==> src/rtl/board_io_pkg.sv <==
// Board I/O constants shared by the input conditioner and the adder top-level.
// Pin order on the conditioned bus is {SWITCHES[1:0], BUTTONS[3:0]}.
package board_io_pkg;
  localparam int BTN_COUNT = 4;
  localparam int IO_WIDTH  = 6;
  localparam int SW_COUNT  = IO_WIDTH - BTN_COUNT;

  localparam int BTN0_IDX = 0;
  localparam int BTN1_IDX = 1;
  localparam int BTN2_IDX = 2;
  localparam int BTN3_IDX = 3;
  localparam int SW0_IDX  = BTN_COUNT;
  localparam int SW1_IDX  = BTN_COUNT + 1;

  // 125 MHz: 0.5 ms sample tick, 200 ticks (100 ms) to declare a level stable
  localparam int DEF_SAMPLE_CNT_MAX = 62500;
  localparam int DEF_PULSE_CNT_MAX  = 200;

  typedef struct packed {
    logic level;
    logic rise;
    logic fall;
  } chan_out_t;
endpackage

==> src/rtl/button_conditioner_if.sv <==
// Raw-pin / conditioned-output bundle between the board pins and the conditioner.
interface button_conditioner_if
  import board_io_pkg::*;
#(
  parameter int WIDTH = IO_WIDTH
);
  logic [WIDTH-1:0] raw_in;
  logic [WIDTH-1:0] cond_level;
  logic [WIDTH-1:0] rise_pulse;
  logic [WIDTH-1:0] fall_pulse;

  modport master (output raw_in, input cond_level, rise_pulse, fall_pulse);
  modport slave  (input raw_in, output cond_level, rise_pulse, fall_pulse);
endinterface

==> src/rtl/debounce_channel.sv <==
// One debounce lane: saturating count of consecutive high sample ticks, level decode and edge pulses.
// Optional BTN_COND_FALL_EDGE_EN enables the release pulse; otherwise fall is tied low.
module debounce_channel
  import board_io_pkg::*;
#(
  parameter int PULSE_CNT_MAX = DEF_PULSE_CNT_MAX
) (
  input  logic clk,
  input  logic rst_n,
  input  logic sync_in,
  input  logic sample_tick,
  output logic level,
  output logic rise,
  output logic fall
);
  localparam int CW = $clog2(PULSE_CNT_MAX + 1);
  localparam logic [CW-1:0] CNT_MAX = CW'(PULSE_CNT_MAX);

  logic [CW-1:0] cnt_q, cnt_d;
  logic          prev_q, prev_d;

  // A single low synced cycle releases; assertion needs an unbroken run of ticks.
  always_comb begin
    cnt_d = cnt_q;
    if (!sync_in)                           cnt_d = '0;
    else if (sample_tick && cnt_q < CNT_MAX) cnt_d = cnt_q + 1'b1;
  end

  always_comb begin
    level  = (cnt_q == CNT_MAX);
    prev_d = level;
    rise   = level & ~prev_q;
`ifdef BTN_COND_FALL_EDGE_EN
    fall   = ~level & prev_q;
`else
    fall   = 1'b0;
`endif
  end

  always_ff @(posedge clk or negedge rst_n) begin
    if (!rst_n) begin
      cnt_q  <= '0;
      prev_q <= 1'b0;
    end else begin
      cnt_q  <= cnt_d;
      prev_q <= prev_d;
    end
  end
endmodule

==> src/rtl/button_conditioner.sv <==
// Board input conditioner: 2-flop sync per pin, one shared sample tick, per-channel debouncer.
// Build option BTN_COND_FALL_EDGE_EN enables fall_pulse; default build ties it to 0.
module button_conditioner
  import board_io_pkg::*;
#(
  parameter int WIDTH          = IO_WIDTH,
  parameter int SAMPLE_CNT_MAX = DEF_SAMPLE_CNT_MAX,
  parameter int PULSE_CNT_MAX  = DEF_PULSE_CNT_MAX
) (
  input logic                 clk,
  input logic                 rst_n,
  button_conditioner_if.slave io
);
  localparam int SCW = (SAMPLE_CNT_MAX > 2) ? $clog2(SAMPLE_CNT_MAX) : 1;
  localparam logic [SCW-1:0] SAMPLE_LAST = SCW'(SAMPLE_CNT_MAX - 1);

  logic [WIDTH-1:0] s1_q, s1_d, s2_q, s2_d;
  logic [SCW-1:0]   samp_cnt_q, samp_cnt_d;
  logic             sample_tick;

  always_comb begin
    s1_d        = io.raw_in;
    s2_d        = s1_q;
    sample_tick = (samp_cnt_q == SAMPLE_LAST);
    samp_cnt_d  = sample_tick ? '0 : samp_cnt_q + 1'b1;
  end

  always_ff @(posedge clk or negedge rst_n) begin
    if (!rst_n) begin
      s1_q       <= '0;
      s2_q       <= '0;
      samp_cnt_q <= '0;
    end else begin
      s1_q       <= s1_d;
      s2_q       <= s2_d;
      samp_cnt_q <= samp_cnt_d;
    end
  end

  chan_out_t [WIDTH-1:0] ch_out;
  logic      [WIDTH-1:0] lvl_w, rise_w, fall_w;

  for (genvar i = 0; i < WIDTH; i++) begin : g_ch
    debounce_channel #(.PULSE_CNT_MAX(PULSE_CNT_MAX)) u_ch (
      .clk        (clk),
      .rst_n      (rst_n),
      .sync_in    (s2_q[i]),
      .sample_tick(sample_tick),
      .level      (ch_out[i].level),
      .rise       (ch_out[i].rise),
      .fall       (ch_out[i].fall)
    );
    assign lvl_w[i]  = ch_out[i].level;
    assign rise_w[i] = ch_out[i].rise;
    assign fall_w[i] = ch_out[i].fall;
  end

  assign io.cond_level = lvl_w;
  assign io.rise_pulse = rise_w;
  assign io.fall_pulse = fall_w;
endmodule

==> src/flat_wrapper.sv <==
// flat-port wrapper written by rule: the top's interface ports become plain ports
module button_conditioner_flat import board_io_pkg::*;
#(
  parameter int WIDTH          = IO_WIDTH,
  parameter int SAMPLE_CNT_MAX = DEF_SAMPLE_CNT_MAX,
  parameter int PULSE_CNT_MAX  = DEF_PULSE_CNT_MAX
)
  (clk, rst_n, io_raw_in, io_cond_level, io_rise_pulse, io_fall_pulse);
  button_conditioner_if #(.WIDTH(WIDTH)) io_i ();
  input logic clk;
  input logic rst_n;
  input wire logic [$bits(io_i.raw_in)-1:0] io_raw_in;
  output wire logic [$bits(io_i.cond_level)-1:0] io_cond_level;
  output wire logic [$bits(io_i.rise_pulse)-1:0] io_rise_pulse;
  output wire logic [$bits(io_i.fall_pulse)-1:0] io_fall_pulse;
  assign io_i.raw_in = io_raw_in;
  assign io_cond_level = io_i.cond_level;
  assign io_rise_pulse = io_i.rise_pulse;
  assign io_fall_pulse = io_i.fall_pulse;
  button_conditioner #(.WIDTH(WIDTH), .SAMPLE_CNT_MAX(SAMPLE_CNT_MAX), .PULSE_CNT_MAX(PULSE_CNT_MAX)) u_core (.clk(clk), .rst_n(rst_n), .io(io_i));
endmodule
==> config.mk <==
export PLATFORM = sky130hd
export DESIGN_NAME = button_conditioner_flat
export DESIGN_NICKNAME = d
export VERILOG_FILES = /design/src/rtl/board_io_pkg.sv /design/src/rtl/button_conditioner_if.sv /design/src/rtl/debounce_channel.sv /design/src/rtl/button_conditioner.sv /design/src/flat_wrapper.sv
export SDC_FILE = /design/constraint.sdc
export NUM_CORES = 1
export LEC_CHECK = 0
export BUFFER_PORTS_ARGS = -buffer_cell sky130_fd_sc_hd__buf_2
export CELL_PAD_IN_SITES_DETAIL_PLACEMENT = 1
export CELL_PAD_IN_SITES_GLOBAL_PLACEMENT = 1
export CORE_MARGIN = 8
export CORE_UTILIZATION = 35
export CTS_CLUSTER_DIAMETER = 150
export DETAILED_ROUTE_END_ITERATION = 10
export GPL_TIMING_DRIVEN = 1
export PLACE_DENSITY_LB_ADDON = 0.1
export SLEW_MARGIN = 20
export SYNTH_ARGS = -nofsm -noshare
export SYNTH_HDL_FRONTEND = slang
export SYNTH_HIERARCHICAL = 1
export SYNTH_SLANG_ARGS = --single-unit
==> constraint.sdc <==
create_clock -name clk -period 5.4 [get_ports clk]
set_input_delay 1.08 -clock clk [delete_from_list [all_inputs] [get_ports clk]]
set_output_delay 1.08 -clock clk [all_outputs]
set_load 0.05 [all_outputs]
==> impl_metrics.toml <==
[outcome]
status = "completed"

[setup_path]
crit_path_start_kind = "flip-flop"
crit_fanout = 6
cp.arrival_ps = 2010
end_kind = "output port"
crit_type = "reg2out"
worst-endpoint-required_ps = 4320

[finish]
multi_input_area_um2 = 1870
layout_commonest_cell = "dfrtp_1"
mostFrequentLayoutCells = "dfrtp_1 (82), nand2_1 (71), inv_1 (20)"
final_nets = 445
area_growth_pct = 13.1
post-route-util_pct = 40.5
diodes = 0
fill_cells = 1257
final-seq-area_um2 = 2050
drive_gt1_share_pct = 13.3

[die]
dieArea_um2 = 15300
fp-row-count = 39
die_y_um = 124
core_area_um2 = 11400
boundaryPins = 26
start_util_pct = 35.8
die_w_um = 124

[clock_network]
htreeDepth = 3
clock_sink_count = 82
post-cts-setup-buffers = 0
tritoncts = "yes"
cts_resized = 0
cts_hold_buf = 0
clock_latency_ps = 340
cts-buffers-inserted = 9
cts.clk_slew.worst_paths_ps = 60
cts_max_path_buffers = 2
root_buffer = "clkbuf_16"

[routing]
wl_um = 8550
postRouteAntennaNets = 0
drc = 0
via_per_inst = 5.32
wl_per_cell_um = 15.0
dr_total_vias = 3043
first_pass_iters = 4
drt_iter0_drc = 158

[grt]
grt_overflow = 0
grt_max_degree = 49
grt_first_pass_wirelength_um = 14900
grt_pass1_vias = 3164
gr-usage-all-layers_pct = 12.3
antenna_found_initial = 0

[synthesis]
synthArstFlopShare_pct = 100
netlist_instances = 404
netlist_top_cells_area = "dfrtp_1 (50%), nand2_1 (6.5%), ha_1 (4.0%)"
yosysWarnings = 6
synth_top_cell_by_area = "dfrtp_1"
synth_nets = 425
yosys.area.top_type_share_pct = 50.4
synth_cell_types = 40
synth_area_um2 = 4070
synth-seq-cells = 82
synth_edf_count = 0
synth_area_per_cell_um2 = 10.1
ys_seq_area_share_pct = 50.4
ys.flop_type = "dfrtp_1"

[power_and_ir_drop]
ir_drop_v = 0.000157
p_leak_nw = 2.09
power.density_nw_per_um2 = 284

[timing]
fin_setup_tns_ps = 0
hold_viol = 0
fmax_mhz = 323
slew_headroom_pct = 59.6
grt_setup_unrepaired = "false"
setup_viol = 0
worst_pin_slew_ps = 606
drv_slew = 0
fin_skew_ps = 7.22
post-route-period-util_pct = 57.3
timing.final.ws_setup_ps = 2310
fin_crit_ps = 3090

[placed_design]
dp_hpwl_um = 6050
place_congestion = 0.751
port-buffer-count = 19
dp_slack_ps = 2400

[run]
maxCapViolations = 0

[worst_hold_path]
hp-class = "reg2reg"
-- cell usage after synthesis (7+ instances only) --
cell and n:
nor2b_1 7, nand4_1 10, nor3_1 7, inv_1 20, ha_1 13, nand2_1 71
dfrtp_1 82, a21oi_1 18, nor2_1 15, or4_1 13, xnor2_1 8, nor4_1 8
o21ai_0 18, mux2i_1 13
-- metal layers --
layer,share of wire (%),GRT usage (%),vias to the layer above
met1,48,15.2,1535
li1,-,-,1478
met2,48,19.9,19
met5,0,0,-
met4,1.9,6.47,0
met3,2.4,2.77,11
-- worst max-delay path, cell delays in order (launching register included) --
cell     delay (ps)
dfrtp_1         440
or2_2           330
nor4_1          450
nor2b_1         190
buf_2           270
-- stage by stage --
step	hold WS (ps)	total power, mW	cells	instance area, µm²
after global placement	333	0.667	556	4290
after detailed placement	338	0.667	556	4290
final	349	1.31	572	4610
after floorplan	331	0.652	404	4070
after global routing	364	1.36	572	4610
after CTS	352	1.34	572	4610
-- worst paths after layout --
| kind | endpoint | cells past startpoint | slack [ps] | start |
|---|---|---|---|---|
| worst max-delay path | io_rise_pulse[4] | 4 | 2310 | u_core/g_ch[4].u_ch/cnt_q[4] |
| worst min-delay path | u_core/s2_q[1] | 0 | 350 | u_core/s1_q[1] |
| worst max register to register | u_core/g_ch[1].u_ch/cnt_q[5] | 7 | 2440 | u_core/samp_cnt_q[0] |
| worst min register to register | u_core/s2_q[1] | 0 | 350 | u_core/s1_q[1] |
| max in group asynchronous | u_core/g_ch[1].u_ch/cnt_q[1] | 2 | 3730 | rst_n |
| min in group asynchronous | u_core/g_ch[3].u_ch/cnt_q[5] | 1 | 690 | rst_n |
-- final cells by class --
| cell class | instances | area share (%) |
|---|---|---|
| clock buffers | 10 | 5.19 |
| flip-flops and latches | 82 | 44.5 |
| clock inverters | 6 | 1.74 |
| multi-input cells | 290 | 40.6 |
| well taps | 143 | 3.88 |
| inverters | 20 | 1.63 |
| repair buffers | 21 | 2.44 |
-- state kept, by name, summed over array words and instances (netlist names) --
register                 cells
u_core/g_ch.u_ch/cnt_q      48
u_core/s2_q                  6
u_core/s1_q                  6
u_core/g_ch.u_ch/prev_q      6
u_core/samp_cnt_q           16
-- report_power, final --
part | switching (mW) | internal [mW] | total, mW
logic | 0.0255 | 0.00362 | 0.0291
clock network | 0.242 | 0.414 | 0.657
registers | 0.00588 | 0.619 | 0.625
-- cells by family after synthesis --
kind of cell	share of synthesized area, %
adder cells (fa/ha/maj)	3.99
other	0.553
buffers and inverters	3.69
AND/OR/NAND/NOR	23.1
flip-flops	50.4
AO/OA/AOI/OAI	12.7
multiplexers	3.19
XOR/XNOR	2.37
Note: power is estimated with default switching activity, not from simulation.
